==> src/rtl/axis_arb_pkg.sv <==
// Shared definitions for the frame arbiter: FSM state encoding and grant-index width helper.
package axis_arb_pkg;

  typedef enum logic {
    ARB_IDLE   = 1'b0,
    ARB_ACTIVE = 1'b1
  } arb_state_t;

  // Grant index needs at least one bit even for a single source.
  function automatic int arb_gw(input int n);
    return (n > 1) ? $clog2(n) : 1;
  endfunction

endpackage

==> src/rtl/arb_rr_select.sv <==
// Rotating priority encoder: picks the first requester after i_last, wrapping around.
module arb_rr_select import axis_arb_pkg::*; #(
  parameter int S_COUNT = 4,
  parameter int GW      = arb_gw(S_COUNT)
) (
  input  logic [S_COUNT-1:0] i_req,
  input  logic [GW-1:0]      i_last,
  output logic [GW-1:0]      o_grant,
  output logic               o_any_req
);

  logic [GW-1:0] w_idx;

  // Scan from the lowest priority (i_last itself) up to the highest (i_last+1),
  // so the last hit written is the winner.
  always_comb begin
    o_grant   = i_last;
    o_any_req = 1'b0;
    w_idx     = '0;
    for (int k = S_COUNT; k >= 1; k--) begin
      w_idx = GW'((int'(i_last) + k) % S_COUNT);
      if (i_req[w_idx]) begin
        o_grant   = w_idx;
        o_any_req = 1'b1;
      end
    end
  end

endmodule

==> src/rtl/axis_frame_arb.sv <==
// Frame-granular round-robin AXI-Stream arbiter with a registered output stage.
// Define AXIS_ARB_TID_TAG_EN to replace m_axis_tid with the granted port index.
module axis_frame_arb import axis_arb_pkg::*; #(
  parameter int S_COUNT    = 4,
  parameter int DATA_WIDTH = 8,
  parameter int KEEP_WIDTH = DATA_WIDTH / 8,
  parameter int ID_WIDTH   = 8,
  parameter int DEST_WIDTH = 8,
  parameter int USER_WIDTH = 1
) (
  input  logic                          clk,
  input  logic                          rst,
  input  logic [S_COUNT*DATA_WIDTH-1:0] s_axis_tdata,
  input  logic [S_COUNT*KEEP_WIDTH-1:0] s_axis_tkeep,
  input  logic [S_COUNT-1:0]            s_axis_tvalid,
  output logic [S_COUNT-1:0]            s_axis_tready,
  input  logic [S_COUNT-1:0]            s_axis_tlast,
  input  logic [S_COUNT*ID_WIDTH-1:0]   s_axis_tid,
  input  logic [S_COUNT*DEST_WIDTH-1:0] s_axis_tdest,
  input  logic [S_COUNT*USER_WIDTH-1:0] s_axis_tuser,
  output logic [DATA_WIDTH-1:0]         m_axis_tdata,
  output logic [KEEP_WIDTH-1:0]         m_axis_tkeep,
  output logic                          m_axis_tvalid,
  input  logic                          m_axis_tready,
  output logic                          m_axis_tlast,
  output logic [ID_WIDTH-1:0]           m_axis_tid,
  output logic [DEST_WIDTH-1:0]         m_axis_tdest,
  output logic [USER_WIDTH-1:0]         m_axis_tuser,
  output logic [arb_gw(S_COUNT)-1:0]    grant_idx,
  output logic                          grant_active
);

  localparam int GW = arb_gw(S_COUNT);

  // Handshake: a beat moves when valid and ready are both high at a rising clk;
  // ready never depends on valid, and only the granted source ever sees ready.
  arb_state_t              r_state, w_next_state;
  logic [GW-1:0]           r_grant;
  logic [GW-1:0]           w_sel_grant;
  logic                    w_any_req;
  logic [S_COUNT-1:0]      w_tready;
  logic                    w_accept;

  logic [DATA_WIDTH-1:0]   r_m_tdata;
  logic [KEEP_WIDTH-1:0]   r_m_tkeep;
  logic                    r_m_tvalid;
  logic                    r_m_tlast;
  logic [ID_WIDTH-1:0]     r_m_tid;
  logic [DEST_WIDTH-1:0]   r_m_tdest;
  logic [USER_WIDTH-1:0]   r_m_tuser;

  arb_rr_select #(
    .S_COUNT (S_COUNT),
    .GW      (GW)
  ) u_sel (
    .i_req     (s_axis_tvalid),
    .i_last    (r_grant),
    .o_grant   (w_sel_grant),
    .o_any_req (w_any_req)
  );

  always_comb begin
    w_next_state = r_state;
    w_tready     = '0;
    w_accept     = 1'b0;
    case (r_state)
      ARB_IDLE: begin
        if (w_any_req) w_next_state = ARB_ACTIVE;
      end
      ARB_ACTIVE: begin
        w_tready[r_grant] = !r_m_tvalid || m_axis_tready;
        w_accept          = s_axis_tvalid[r_grant] && w_tready[r_grant];
        if (w_accept && s_axis_tlast[r_grant]) w_next_state = ARB_IDLE;
      end
      default: w_next_state = ARB_IDLE;
    endcase
  end

  always_ff @(posedge clk or posedge rst) begin
    if (rst) begin
      r_state <= ARB_IDLE;
      r_grant <= GW'(S_COUNT - 1);
    end else begin
      r_state <= w_next_state;
      if (r_state == ARB_IDLE && w_any_req) r_grant <= w_sel_grant;
    end
  end

  always_ff @(posedge clk or posedge rst) begin
    if (rst) begin
      r_m_tdata  <= '0;
      r_m_tkeep  <= '0;
      r_m_tvalid <= 1'b0;
      r_m_tlast  <= 1'b0;
      r_m_tid    <= '0;
      r_m_tdest  <= '0;
      r_m_tuser  <= '0;
    end else if (w_accept) begin
      r_m_tdata  <= s_axis_tdata[int'(r_grant)*DATA_WIDTH +: DATA_WIDTH];
      r_m_tkeep  <= s_axis_tkeep[int'(r_grant)*KEEP_WIDTH +: KEEP_WIDTH];
      r_m_tvalid <= 1'b1;
      r_m_tlast  <= s_axis_tlast[r_grant];
`ifdef AXIS_ARB_TID_TAG_EN
      r_m_tid    <= ID_WIDTH'(r_grant);
`else
      r_m_tid    <= s_axis_tid[int'(r_grant)*ID_WIDTH +: ID_WIDTH];
`endif
      r_m_tdest  <= s_axis_tdest[int'(r_grant)*DEST_WIDTH +: DEST_WIDTH];
      r_m_tuser  <= s_axis_tuser[int'(r_grant)*USER_WIDTH +: USER_WIDTH];
    end else if (m_axis_tready) begin
      r_m_tvalid <= 1'b0;
    end
  end

  assign s_axis_tready = w_tready;
  assign m_axis_tdata  = r_m_tdata;
  assign m_axis_tkeep  = r_m_tkeep;
  assign m_axis_tvalid = r_m_tvalid;
  assign m_axis_tlast  = r_m_tlast;
  assign m_axis_tid    = r_m_tid;
  assign m_axis_tdest  = r_m_tdest;
  assign m_axis_tuser  = r_m_tuser;
  assign grant_idx     = r_grant;
  assign grant_active  = (r_state == ARB_ACTIVE);

endmodule

==> config.mk <==
export PLATFORM = sky130hd
export DESIGN_NAME = axis_frame_arb
export DESIGN_NICKNAME = d
export VERILOG_FILES = /design/src/rtl/axis_arb_pkg.sv /design/src/rtl/arb_rr_select.sv /design/src/rtl/axis_frame_arb.sv
export SDC_FILE = /design/constraint.sdc
export NUM_CORES = 1
export LEC_CHECK = 0
export ABC_AREA = 1
export CAP_MARGIN = 25
export CORE_UTILIZATION = 37
export DETAILED_ROUTE_END_ITERATION = 7
export PLACE_DENSITY = 0.82
export SLEW_MARGIN = 20
export SYNTH_ARGS = -nofsm -noshare
export SYNTH_HDL_FRONTEND = slang
export SYNTH_HIERARCHICAL = 1
export SYNTH_SLANG_ARGS = --single-unit
==> constraint.sdc <==
create_clock -name clk -period 2.3 [get_ports clk]
set_clock_uncertainty 0.15 [all_clocks]
set_input_delay 0.345 -clock clk [delete_from_list [all_inputs] [get_ports clk]]
set_output_delay 0.345 -clock clk [all_outputs]
set_load 0.02 [all_outputs]
# == Yosys cells after proc, flatten, opt, wreduce, memory -nomap -nowiden ==
# Index checks and enable logic that the tools add are counted.
# Widths: inputs -> output; s select.
# op_classes
muxes,31
bitwise_logic,2
addsub,4
n_shift,5
magnitude_cmp,6
reduce_logical,9
# op_table
cell,count
$shiftx 32x6->8,3
$mux 1,17
$lt 2x3->1 const B,5
$bmux 1 s2,7
$mux 2,4
$shiftx 4x3->1,2
$add 2x1->2 const B,2
$add 2x2->2 const B,2
$and 4x4->4,1
$logic_and 1x1->1,4
$mux 4,1
$reduce_bool 4->1,1
$demux 1 s2,1
$ge 2x1->1 const B,1
$pmux 1 s2,1
$reduce_and 2->1,1
$reduce_bool 2->1,1
$logic_not 1->1,1
$logic_or 1x1->1,1
$not 1->1,1
# totals
in_bits,115
elab_cells,66
output_inout_bits,35
ff_bits,31

# == Longest topological paths before layout ==
# Gate-level depths: netlist (run 1).
# logic_depth
word_depth,11
mapped_depth,13
ltp_nobuf,12

# == Modules after synthesis ==
# Netlist (run 1), hierarchy kept.
# modules_own_cells
module,area_per_inst_um2,n_inst,seq_area_each_um2,cells_per_inst
axis_frame_arb,2135.8,1,778.2,313
arb_rr_select,241.5,1,0.0,47

# == Worst setup path before layout (run 1) ==
# OpenSTA, ideal clock, no wires.
# synth_timing
kind,flip-flop to output port
start,register r_grant[1] (netlist: grant_idx[1])
end,output s_axis_tready[2]
path_stages_with_launch,5
required_time_ns,1.805
arrival_time_ns,1.552
n_path_buf,2
slack_ns,0.253
path_cell_list,dfstp_2 > inv_1 > buf_2 > buf_2 > nor3_1
# synth_via
elab_chain_cells,6
word_cells_on_any_way,7
classes_between,2 x order compare; 3 x mux; 1 x bitwise; 1 x reduce/logical
# synth_rtl
item,line_no,source
"start, declared",axis_frame_arb.sv:38,logic [GW-1:0] r_grant;
"start signal, assigned",axis_frame_arb.sv:82,r_grant <= GW'(S_COUNT - 1);
"start signal, assigned",axis_frame_arb.sv:85,if (r_state == ARB_IDLE && w_any_req) r_grant <= w_sel_grant;
$lt 2x3->1 (implied by the code) or $ge 2x1->1 (tied branches),axis_frame_arb.sv:71,w_tready[r_grant] = !r_m_tvalid || m_axis_tready;
$logic_and 1x1->1 (implied by the code),axis_frame_arb.sv:71,
$mux 1 (implied by the code),axis_frame_arb.sv:71,
$demux 1 s2 *,axis_frame_arb.sv:71,
$and 4x4->4 (no source line) *,n/a,
$mux 4 *,axis_frame_arb.sv:66,case (r_state)
"end, declared",axis_frame_arb.sv:16,"output logic [S_COUNT-1:0] s_axis_tready,"
# Every way passes the cells marked *; elsewhere a longest branch is shown, timed or not.

# == Final worst setup path (run 1) ==
# layout_timing
start,register r_grant[1] (netlist: grant_idx[1])
end,output grant_idx[1]
# layout_rtl
item,line_no,source
"end, declared",axis_frame_arb.sv:29,"output logic [arb_gw(S_COUNT)-1:0] grant_idx,"
# No word-level cell between the ends.

==> out/metrics.csv, run 1 <==
metric,value,unit
outcome,"complete, no violations",
Congestion Overflow GR,0,
maximum clock frequency,0.451,GHz
HP Class,in -> async,
critical path class,reg -> out,
Final Util,66.0,%
TritonRoute pass-1 iters,5,
Switch Pwr,2370,uW
dominant cells by area after synthesis,"dfrtp_1 31%, nand3_1 28%, nand2_1 14%, nand4_1 6.8%, buf_2 5.3%",
CTS Buf Count,5,
crit end category,output pin,
nets@finish,611,
vias,3035,
Tcrit/Tclk final,96.5,%
final instance area,4000,um2
RSZ-0062 raised after global routing,no,
IO Port Bufs,149,
Area Overhead vs Synth,68.2,%
layout cell share with drive strength beyond 1,8.25,%
"Cell Area, Synth",2380,um2
total negative setup slack,0,ps
r2r setup slk,270,ps
Pwr Total,4800,uW
placed insts,564,
H-tree Lvls,2,
post-synth top area share,30.5,%
Pwr per Cell Area,1200,nW/um2
share of power burned in registers,20.9,%
Mapped Cells,360,
Sw Ratio,49.4,%
vias per cell,5.31,
min cycle time layout,2220,ps
CTS tree,yes,
Placed Area,3900,um2
clk root buf,clkbuf_8,
"Clk Latency, worst-skew pair",280,ps
Int Pwr,2430,uW
vias in the first global route,2789,
count of final setup violators,0,
Final HPWL DP,5810,um
postcts setup bufs,0,
Critical Path RT,1800,ps
Routed WL per cell,14.0,um
Hold Buf Count CTS,0,
Syn Nets,475,
Routed Antenna Nets,0,
FF-to-FF Start,grant_idx[0]$_DFFE_PP1P_,
clock net sink count,31,
"area leader, netlist",dfrtp_1,
Slew HR,61.7,%
core box area,6060,um2
final slew viol count,0,
post-route insts no fill,572,
peak supply drop,0.00144,V
first-pass GRT wire length,12400,um
DIE WIDTH,82.2,um
largest net degree at the start of global routing,58,
initial DRC count,100,
RePlAce Congestion,0.823,
Unique masters post-synth,21,
Worst Path Arrival,1720,ps
Clk pwr share,9.8,%
Synth Register Bits,31,
diode count,0,
GRT Total Usage,23.9,%
reg2reg path depth,8,
Leak,0.00180,uW
die height,82.2,um
WL final,8000,um
Synth Area per Inst,6.60,um2
final hold vios,0,
crit path launch type,flop,
end of the worst register-to-register path,m_axis_tvalid$_DFFE_PP0P_,
die footprint,6750,um2
Starting Density,39.2,%
max_cap viols,0,
sequential area share after synthesis,32.7,%
Yosys warning count,6,
clock-pin slew on the worst setup and hold paths,60,ps
IO Count,150,
clk buf depth,2,
initial antenna violation count,0,
Comb pwr share,69.4,%
DRC violations left,0,
Worst Path Max Fanout,10,
Slew @ Worst Pin,574,ps
# rows,28,
-- logic make-up (layout without fill, tap and decap cells) --
family | after synthesis | after routing | synth area share (%)
buffers and inverters | 48 | 185 | 10.2
and+or+nand+nor | 272 | 272 | 55.1
AOI/OAI and AO/OA | 9 | 9 | 2.05
DFF | 31 | 31 | 32.7
-- power by group through the flow --
stage	clock [uW]	combinational, uW	sequential, uW
final	469	3330	1000
after global routing	495	3660	1030
after CTS	478	3350	1000
after detailed placement	0	3370	997
after global placement	0	3280	1000
after floorplan	0	1920	1290
-- how the worst max path moves through the flow --
stage,end,cells after the start,slack (ps),startpoint
floorplan,s_axis_tready[2],4,250,grant_idx[1]$_DFFE_PP1P_
CTS,grant_idx[1],2,70,grant_idx[1]$_DFFE_PP1P_
finish,grant_idx[1],2,80,grant_idx[1]$_DFFE_PP1P_
global placement,s_axis_tready[2],6,30,m_axis_tready
detailed placement,s_axis_tready[2],6,-40,m_axis_tready
global route,grant_idx[1],2,40,grant_idx[1]$_DFFE_PP1P_
-- cell usage in the layout (no fill, tap or decap), types with 6 or more instances in the layout --
| cell type | instances |
|---|---|
| dfrtp_1 | 29 |
| buf_4 | 10 |
| clkdlybuf4s50_1 | 145 |
| nand4_1 | 26 |
| clkbuf_8 | 7 |
| nand3_1 | 134 |
| inv_1 | 12 |
| nand2_1 | 88 |
| nand2_2 | 12 |
| a21oi_1 | 6 |
-- worst max-delay path, stage by stage, from the launching register on --
cell             delay [ps]
dfstp_2                 610
buf_4                   210
clkdlybuf4s50_1         620
-- metrics by stage --
stage	hold slack, ps	setup WS [ps]
5_1_grt	289	41.1
6_report	242	81.5
2_1_floorplan	291	253
3_5_place_dp	307	-35.9
3_3_place_gp	309	26.7
4_1_cts	251	69.6
-- metal layers --
layer	GRT usage [%]	wire length, um	vias up
li1	-	-	1509
met1	27.6	3380	1396
met2	43.3	4020	122
met3	5.93	515	8
met4	7.02	89	0
met5	0	0	-
-- final cells by class --
class                   instances  area [um2]
clock buffers                   8         100
flip-flops and latches         31         778
fillers                       552        2060
repair buffers                161        1600
well taps                      75        93.8
inverters                      16        67.6
multi-input cells             281        1360
-- sequential cells by signal (all words and copies together) (netlist names) --
register	flops
m_axis_tid	8
m_axis_tkeep	1
m_axis_tdata	8
grant_active	1
m_axis_tlast	1
grant_idx	2
m_axis_tuser	1
m_axis_tdest	8
m_axis_tvalid	1
-- cell usage after synthesis --
library cell and number:
or2_2 1, buf_2 25, o21ai_2 1, nor2_1 4, inv_8 1, dfstp_2 2, nand4_1 26, nand3_1 134
clkbuf_1 4, nand2_4 2, nand2_1 88, buf_6 3, a21oi_1 6, dfrtp_1 29, inv_1 13, nand2_2 12
o21ai_1 1, nor3_1 4, inv_2 2, o21ai_0 1, nor2_2 1
-- timing repair --
item                                    CTS  global route
endpoints found under the setup margin    4             0
hold endpoints to repair                  0             0
gates resized for setup                   4             0
Note: power is estimated with default switching activity, not from simulation.
==> run 2, diff against run 1 <==
Settings changed: GPL_TIMING_DRIVEN set to 0.
==> run 2 against run 1 <==
Sequential share of layout area shrank 0.39 points; register-to-register slack gained 20 ps; largest cell class unchanged; largest power group unchanged; via count grew 8.4%; critical path depth grew 3; combinational power grew 9.9%.
==> out/metrics.csv, run 2 (synthesis gave the netlist of run 1 again) <==
metric,value,unit
critical path class,reg -> out,
CTS Buf Count,5,
TritonRoute pass-1 iters,5,
die footprint,6750,um2
outcome,"complete, no violations",
met2 routed WL,4870,um
pre-CTS WS,-425,ps
most frequent cells in the layout,"145 x clkdlybuf4s50_1, 134 x nand3_1, 88 x nand2_1",
vias,3290,
initial antenna violation count,0,
first-pass GRT wire length,15300,um
reg2reg path depth,12,
DIE WIDTH,82.2,um
crit path launch type,flop,
largest net degree at the start of global routing,32,
Routed Antenna Nets,0,
placed insts,584,
FF-to-FF Start,grant_idx[0]$_DFFE_PP1P_,
Worst Path Arrival,1730,ps
HP Class,in -> async,
"Clk Latency, worst-skew pair",280,ps
max_cap viols,0,
nets@finish,634,
clock-pin slew on the worst setup and hold paths,70,ps
peak supply drop,0.000667,V
Crit. Startpoint,grant_idx[0]$_DFFE_PP1P_,
clk root buf,clkbuf_8,
Tcrit/Tclk final,96.6,%
Leak,0.00187,uW
final hold vios,0,
Final WS setup,78.9,ps
final slew viol count,0,
die height,82.2,um
initial DRC count,282,
Pwr per Cell Area,1260,nW/um2
Slew @ Worst Pin,672,ps
crit end category,output pin,
Slew HR,55.1,%
critical path's slowest cell,dfstp_2,
CTS tree,yes,
diode count,0,
met1 WL,3910,um
min cycle time layout,2220,ps
vias in the first global route,3239,
Final HPWL DP,7210,um
H-tree Lvls,2,
Critical Path RT,1800,ps
Starting Density,39.2,%
Area Overhead vs Synth,71.7,%
GRT Total Usage,30.2,%
core box area,6060,um2
layout cell share with drive strength beyond 1,12.7,%
vias per cell,5.53,
post-route insts no fill,595,
Pwr Total,5140,uW
# rows,28,
RePlAce Congestion,0.791,
clock net sink count,31,
Routed WL per cell,16.5,um
WL met3,861,um
Critical Path Most Common Cell,buf_2,
clk buf depth,2,
Congestion Overflow GR,0,
RSZ-0062 raised after global routing,no,
count of final setup violators,0,
Worst Path Max Fanout,10,
critical path's largest stage delay,570,ps
Hold Buf Count CTS,0,
DRC violations left,0,
maximum clock frequency,0.450,GHz
WL final,9800,um
Max Used Layer,met4,
"most common cell after layout, fill and taps aside",clkdlybuf4s50_1,
IO Count,150,
"Cell Chain, Critical Path",inv_2 -> buf_2 -> buf_2 -> nor3_1 -> buf_2,
IO Port Bufs,149,
[run 2: repair_timing]
action                     in CTS  in global routing
setup endpoints to repair       4                  4
resized for setup              21                  4
cloned                          0                  0
pin swaps                       0                  1
buffers inserted                1                  2
[run 2: final timing paths]
path,end,slack (ps)
max in group asynchronous,m_axis_tdest[5]$_DFFE_PP0P_,1230
setup reg to reg,grant_active$_DFF_PP0_,290
hold / removal,m_axis_tlast$_DFFE_PP0P_,330
setup / recovery,s_axis_tready[1],80
hold reg to reg,m_axis_tlast$_DFFE_PP0P_,330
min in group clk,m_axis_tlast$_DFFE_PP0P_,330
[run 2: stage by stage]
step / TNS, ps / area (um2) / utilization, % / hold WS [ps]
2_1_floorplan: 0 / 2380 / - / 291
6_report: 0 / 4080 / 67.3 / 331
5_1_grt: 0 / 4080 / 67.3 / 345
3_3_place_gp: -1490 / 3960 / 65.4 / 310
3_5_place_dp: -1600 / 3960 / 65.4 / 314
4_1_cts: 0 / 4060 / 67.0 / 332
[run 2: area by class of cell]
class,count,area (um2)
Buffer,32,183
Clock buffer,8,100
Fill cell,547,1980
Inverter,16,67.6
Multi-Input combinational cell,281,1360
Sequential cell,31,778
Tap cell,75,93.8
Timing Repair Buffer,152,1500
[run 2: layer usage]
metal | vias to the layer above | global-route usage [%]
li1 | 1557 | -
met5 | - | 0
met1 | 1511 | 38.2
met4 | 0 | 10.7
met3 | 14 | 5.60
met2 | 208 | 51.2
[run 2: power breakdown]
group	internal (uW)	switching, uW	leakage [uW]	total (uW)
logic	1450	2220	0.00143	3660
registers	826	170	0.000381	995
clock network	273	207	0.0000515	480
total	2540	2600	0.00187	5140
[run 2: worst max-delay path: cells and delay by family, from the launching register on]
family / cells / cell delay, ps
buffers and inverters: 4 / 660
flip-flops: 1 / 570
AND/OR/NAND/NOR: 1 / 210
==> run 3, diff against run 2 <==
Settings changed: CORE_MARGIN set to 2.
==> run 3 against run 2 <==
First-iteration DRC count is 31% lower; cell area is 0.12% lower; total power is 0.22% higher; critical path type unchanged; largest cell class unchanged.
==> out/metrics.csv, run 3 (synthesis gave the netlist of run 1 again) <==
metric,value,unit
Congestion Overflow GR,0,
Comb pwr share,71.6,%
outcome,"complete, no violations",
Hold Buf Count CTS,0,
RSZ-0062 raised after global routing,no,
max_cap viols,0,
TritonRoute pass-1 iters,5,
diode count,0,
"most common cell after layout, fill and taps aside",clkdlybuf4s50_1,
min cycle time layout,2210,ps
core box area,6280,um2
Switch Pwr,2610,uW
layout cell share with drive strength beyond 1,12.5,%
WL final,9850,um
DIE WIDTH,84.2,um
peak supply drop,0.000678,V
final hold vios,0,
Placed Area,3970,um2
clk root buf,clkbuf_8,
critical path class,reg -> out,
IO Count,150,
share of power burned in registers,19.1,%
largest net degree at the start of global routing,32,
clock net sink count,31,
initial antenna violation count,0,
RePlAce Congestion,0.941,
Worst Path Max Fanout,10,
Clk pwr share,9.3,%
crit end category,output pin,
Leak,0.00186,uW
clock-pin slew on the worst setup and hold paths,70,ps
Routed WL per cell,16.5,um
Slew @ Worst Pin,669,ps
Final HPWL DP,7300,um
Sw Ratio,50.7,%
initial DRC count,195,
CTS Buf Count,5,
vias per cell,5.56,
# rows,29,
most frequent cells in the layout,"145 x clkdlybuf4s50_1, 134 x nand3_1, 88 x nand2_1",
Pwr Total,5150,uW
Area Overhead vs Synth,71.5,%
H-tree Lvls,2,
Worst Path Arrival,1720,ps
GRT Total Usage,27.6,%
count of final setup violators,0,
Critical Path RT,1800,ps
Routed Antenna Nets,0,
CTS tree,yes,
nets@finish,633,
"Clk Latency, worst-skew pair",280,ps
Filler cells,559,
DRC violations left,0,
Starting Density,37.9,%
Tcrit/Tclk final,96.2,%
clk buf depth,2,
vias,3311,
die height,84.2,um
final slew viol count,0,
die footprint,7080,um2
crit path launch type,flop,
Pwr per Cell Area,1260,nW/um2
Slew HR,55.3,%
IO Port Bufs,149,
vias in the first global route,3259,
first-pass GRT wire length,15800,um
HP Class,reg -> reg,
maximum clock frequency,0.452,GHz
Int Pwr,2540,uW
final instance area,4080,um2
run 3: power by group through the flow:
stage	Combinational, uW	Clock [uW]	Sequential, uW
after CTS	3650	485	981
after floorplan	1920	0	1290
final	3690	481	984
after global routing	4020	505	1010
after global placement	3510	0	997
after detailed placement	3600	0	1000
run 3: layer usage:
metal / global-route usage, % / routed length [um]
met1: 35.2 / 3980
met2: 48.3 / 4930
met3: 4.72 / 826
met4: 7.62 / 112
met5: 0 / 0
run 3: area by class of cell:
| type | instances | area [um2] | share of cell area, % |
|---|---|---|---|
| Timing Repair Buffer | 152 | 1490 | 36.6 |
| Inverter | 16 | 67.6 | 1.66 |
| Buffer | 31 | 178 | 4.36 |
| Tap cell | 77 | 96.3 | 2.36 |
| Clock buffer | 8 | 100 | 2.46 |
| Sequential cell | 31 | 778 | 19.1 |
| Multi-Input combinational cell | 281 | 1360 | 33.4 |
run 3: critical path: stages (launching register included):
cell and delay, ps:
dfstp_2 570, inv_1 70, buf_2 190, clkbuf_4 210, nor3_1 190, buf_2 200
run 3: what timing repair did:
| action | CTS | global route |
|---|---|---|
| endpoints found under the setup margin | 4 | 3 |
| cloned | 0 | 0 |
| gates resized for setup | 19 | 5 |
| pin swaps | 0 | 1 |
| buffers inserted | 2 | 1 |
run 3: worst paths after layout:
path                                                  start                           to  slack [ps]  cells after the start
worst max-delay path               grant_idx[1]$_DFFE_PP1P_             s_axis_tready[2]          90                      5
worst min-delay path            m_axis_tdata[2]$_DFFE_PP0P_  m_axis_tdata[2]$_DFFE_PP0P_         330                      2
worst max register to register     grant_idx[0]$_DFFE_PP1P_     grant_idx[0]$_DFFE_PP1P_         270                     12
worst min register to register  m_axis_tdata[2]$_DFFE_PP0P_  m_axis_tdata[2]$_DFFE_PP0P_         330                      2
max in group asynchronous                               rst  m_axis_tdest[4]$_DFFE_PP0P_        1230                      2
min in group asynchronous                               rst    m_axis_tvalid$_DFFE_PP0P_         340                      2
run 3: per-stage QoR:
| step | std cells | hold WS (ps) | utilization [%] | TNS [ps] | worst slack [ps] |
|---|---|---|---|---|---|
| final | 596 | 331 | 64.9 | 0 | 86.6 |
| after global routing | 596 | 349 | 64.9 | 0 | 31.2 |
| after CTS | 596 | 332 | 65.1 | 0 | 14.2 |
| after detailed placement | 586 | 314 | 63.2 | -1560 | -419 |
| after global placement | 586 | 311 | 63.2 | -1480 | -399 |
| after floorplan | 360 | 291 | - | 0 | 253 |
==> variant: new RTL, settings of run 2 <==
The parameter `ID_WIDTH` goes from 8 to 10.
--- a/src/rtl/axis_frame_arb.sv
+++ b/src/rtl/axis_frame_arb.sv
@@ -6,3 +6,3 @@
   parameter int KEEP_WIDTH = DATA_WIDTH / 8,
-  parameter int ID_WIDTH   = 8,
+  parameter int ID_WIDTH   = 10,
   parameter int DEST_WIDTH = 8,
Interface: changed (resized m_axis_tid and s_axis_tid); port bits go from 150 to 160. The function was not compared with the original's and may differ.
==> variant against run 2 <==
  * Sequential cell count is 2 higher
  * The run now ends with design-rule violations left
  * Final cell count is 4.7% higher
  * Critical path depth increased by 2
  * Final area is 5.3% higher
  * Power increased by 4.5%
  * Routed wire length up 7.8%
  * Area after synthesis increased by 5.7%
  * Worst setup slack gained 0.0095 ns
  * Sequential power grew 8%
  * Count of clock-buffer cells in the layout is the same
==> variant: results (changes against run 2) <==
PLACED DESIGN
---------------------------------------------------------------------------------
Instance area after placement ......................................   4200 sq um   was 3960 sq um
Quantity of I/O buffers inserted on ports ..........................          159   was 149
Worst slack at placement ...........................................    -0.491 ns   was -0.425 ns
Half-perimeter wire length after detailed placement ................      7780 um   was 7210 um

ROUTING
---------------------------------------------------------------------------------
DRC violation total after the first TritonRoute iteration ..........          324   was 282
Via total after detailed routing ...................................         3525   was 3290
Number of optimization iterations in the first detailed-route pass .            7   was 5
Wire per inst ......................................................      17.0 um   was 16.5 um
DRC violation count after routing ..................................           17   was 0

PWR
---------------------------------------------------------------------------------
Leakage Power ......................................................      1.92 nW   was 1.87 nW
Net load switching power ...........................................      2.74 mW   was 2.60 mW

YOSYS
---------------------------------------------------------------------------------
Number of nets produced by synthesis ...............................          505   was 475
Cell count after synthesis .........................................          382   was 360
List of most frequent post-synthesis cells ......................... 144 x sky130_fd_sc_hd__nand3_1, 93 x sky130_fd_sc_hd__nand2_1, 31 x sky130_fd_sc_hd__dfrtp_1   was 134 x sky130_fd_sc_hd__nand3_1, 88 x sky130_fd_sc_hd__nand2_1, 29 x sky130_fd_sc_hd__dfrtp_1
Top cells by area in the synthesized netlist ....................... sky130_fd_sc_hd__dfrtp_1 31%, sky130_fd_sc_hd__nand3_1 29%, sky130_fd_sc_hd__nand2_1 14%, sky130_fd_sc_hd__nand4_1 7.0%, sky130_fd_sc_hd__nand2_2 3.0%   was sky130_fd_sc_hd__dfrtp_1 31%, sky130_fd_sc_hd__nand3_1 28%, sky130_fd_sc_hd__nand2_1 14%, sky130_fd_sc_hd__nand4_1 6.8%, sky130_fd_sc_hd__buf_2 5.3%
Sequential share of the synthesized area ...........................        33.0%   was 32.7%

SETUP PATH
---------------------------------------------------------------------------------
Reg-to-reg setup timing slack ......................................      0.37 ns   was 0.29 ns
Reg-to-reg critical path endpoint .................................. m_axis_tdata[0]   was grant_active

LAYOUT
---------------------------------------------------------------------------------
Fin cells ..........................................................          623   was 595

GLOBAL ROUTING
---------------------------------------------------------------------------------
All-Layer GR Usage .................................................        29.9%   was 30.2%
Vias in the first global route .....................................         3448   was 3239

TIMING
---------------------------------------------------------------------------------
Worst rel slew slack ...............................................        51.3%   was 55.1%
Hold Slack .........................................................     0.332 ns   was 0.331 ns

RUN STATUS
---------------------------------------------------------------------------------
Result of the run .................................................. finished, violations left   was finished, final reports clean
Failing checks ..................................................... design-rule violations

==> variant: cell types whose count changed after synthesis, sizes merged <==
cell,before,now
buf,28,20
clkbuf,4,16
nand4,26,28
nand3,134,144
nand2,102,106
dfrtp,29,31
==> variant: worst max-delay path by stage <==
stage | start | end | slack [ns] | cells after the start
after global placement | m_axis_tready | s_axis_tready[2] | -0.46 | 7
after floorplan | grant_idx[1] | s_axis_tready[2] | 0.23 | 4
after CTS | grant_idx[0] | s_axis_tready[1] | 0.003 | 5
after global routing | m_axis_tready | s_axis_tready[2] | 0.03 | 7
after detailed placement | m_axis_tready | s_axis_tready[0] | -0.49 | 7
final | m_axis_tready | s_axis_tready[3] | 0.09 | 7
==> variant: metal layers <==
metal / wire length [um] / share of wire [%] / global-route usage (%)
met4: 267 / 2.5 / 9.40
met5: 0 / 0 / 0
met2: 5200 / 49 / 53.7
met1: 4070 / 39 / 35.2
met3: 1030 / 9.7 / 7.28
==> variant: critical path, cell delays in order <==
cell and delay [ns]:
sky130_fd_sc_hd__clkdlybuf4s50_1 0.48, sky130_fd_sc_hd__nor2_1 0.06, sky130_fd_sc_hd__nor2_2 0.17, sky130_fd_sc_hd__buf_6 0.17, sky130_fd_sc_hd__inv_2 0.06, sky130_fd_sc_hd__nor3_1 0.14, sky130_fd_sc_hd__clkdlybuf4s15_2 0.29
==> variant: power by group through the flow <==
| stage | Clock, mW | Sequential, mW | Combinational, mW |
|---|---|---|---|
| 6_report | 0.460 | 1.07 | 3.84 |
| 5_1_grt | 0.494 | 1.10 | 4.15 |
| 4_1_cts | 0.463 | 1.05 | 3.82 |
| 3_5_place_dp | 0 | 1.05 | 3.80 |
| 3_3_place_gp | 0 | 1.05 | 3.73 |
| 2_1_floorplan | 0 | 1.36 | 2.03 |
==> variant: cell type report <==
class | instances | area, sq um
sequential | 33 | 828
buffer | 32 | 181
tap | 77 | 96.3
multi-input combinational | 297 | 1430
fill | 584 | 2160
timing repair buffer | 160 | 1600
inverter | 16 | 70.1
clock buffer | 8 | 90.1
==> variant: repair_timing <==
| item | 4_1_cts | 5_1_grt |
|---|---|---|
| resized for setup | 19 | 1 |
| pin swaps | 0 | 1 |
| setup endpoints to repair | 4 | 4 |
| gates cloned | 0 | 0 |
| setup buffers | 0 | 1 |
| hold buffers | 0 | 0 |
==> variant: cells by family after synthesis <==
family	Yosys count	synth area share, %
AOI/OAI and AO/OA	9	1.94
buffers and inverters	52	10.4
DFF	33	33.0
and+or+nand+nor	288	54.8
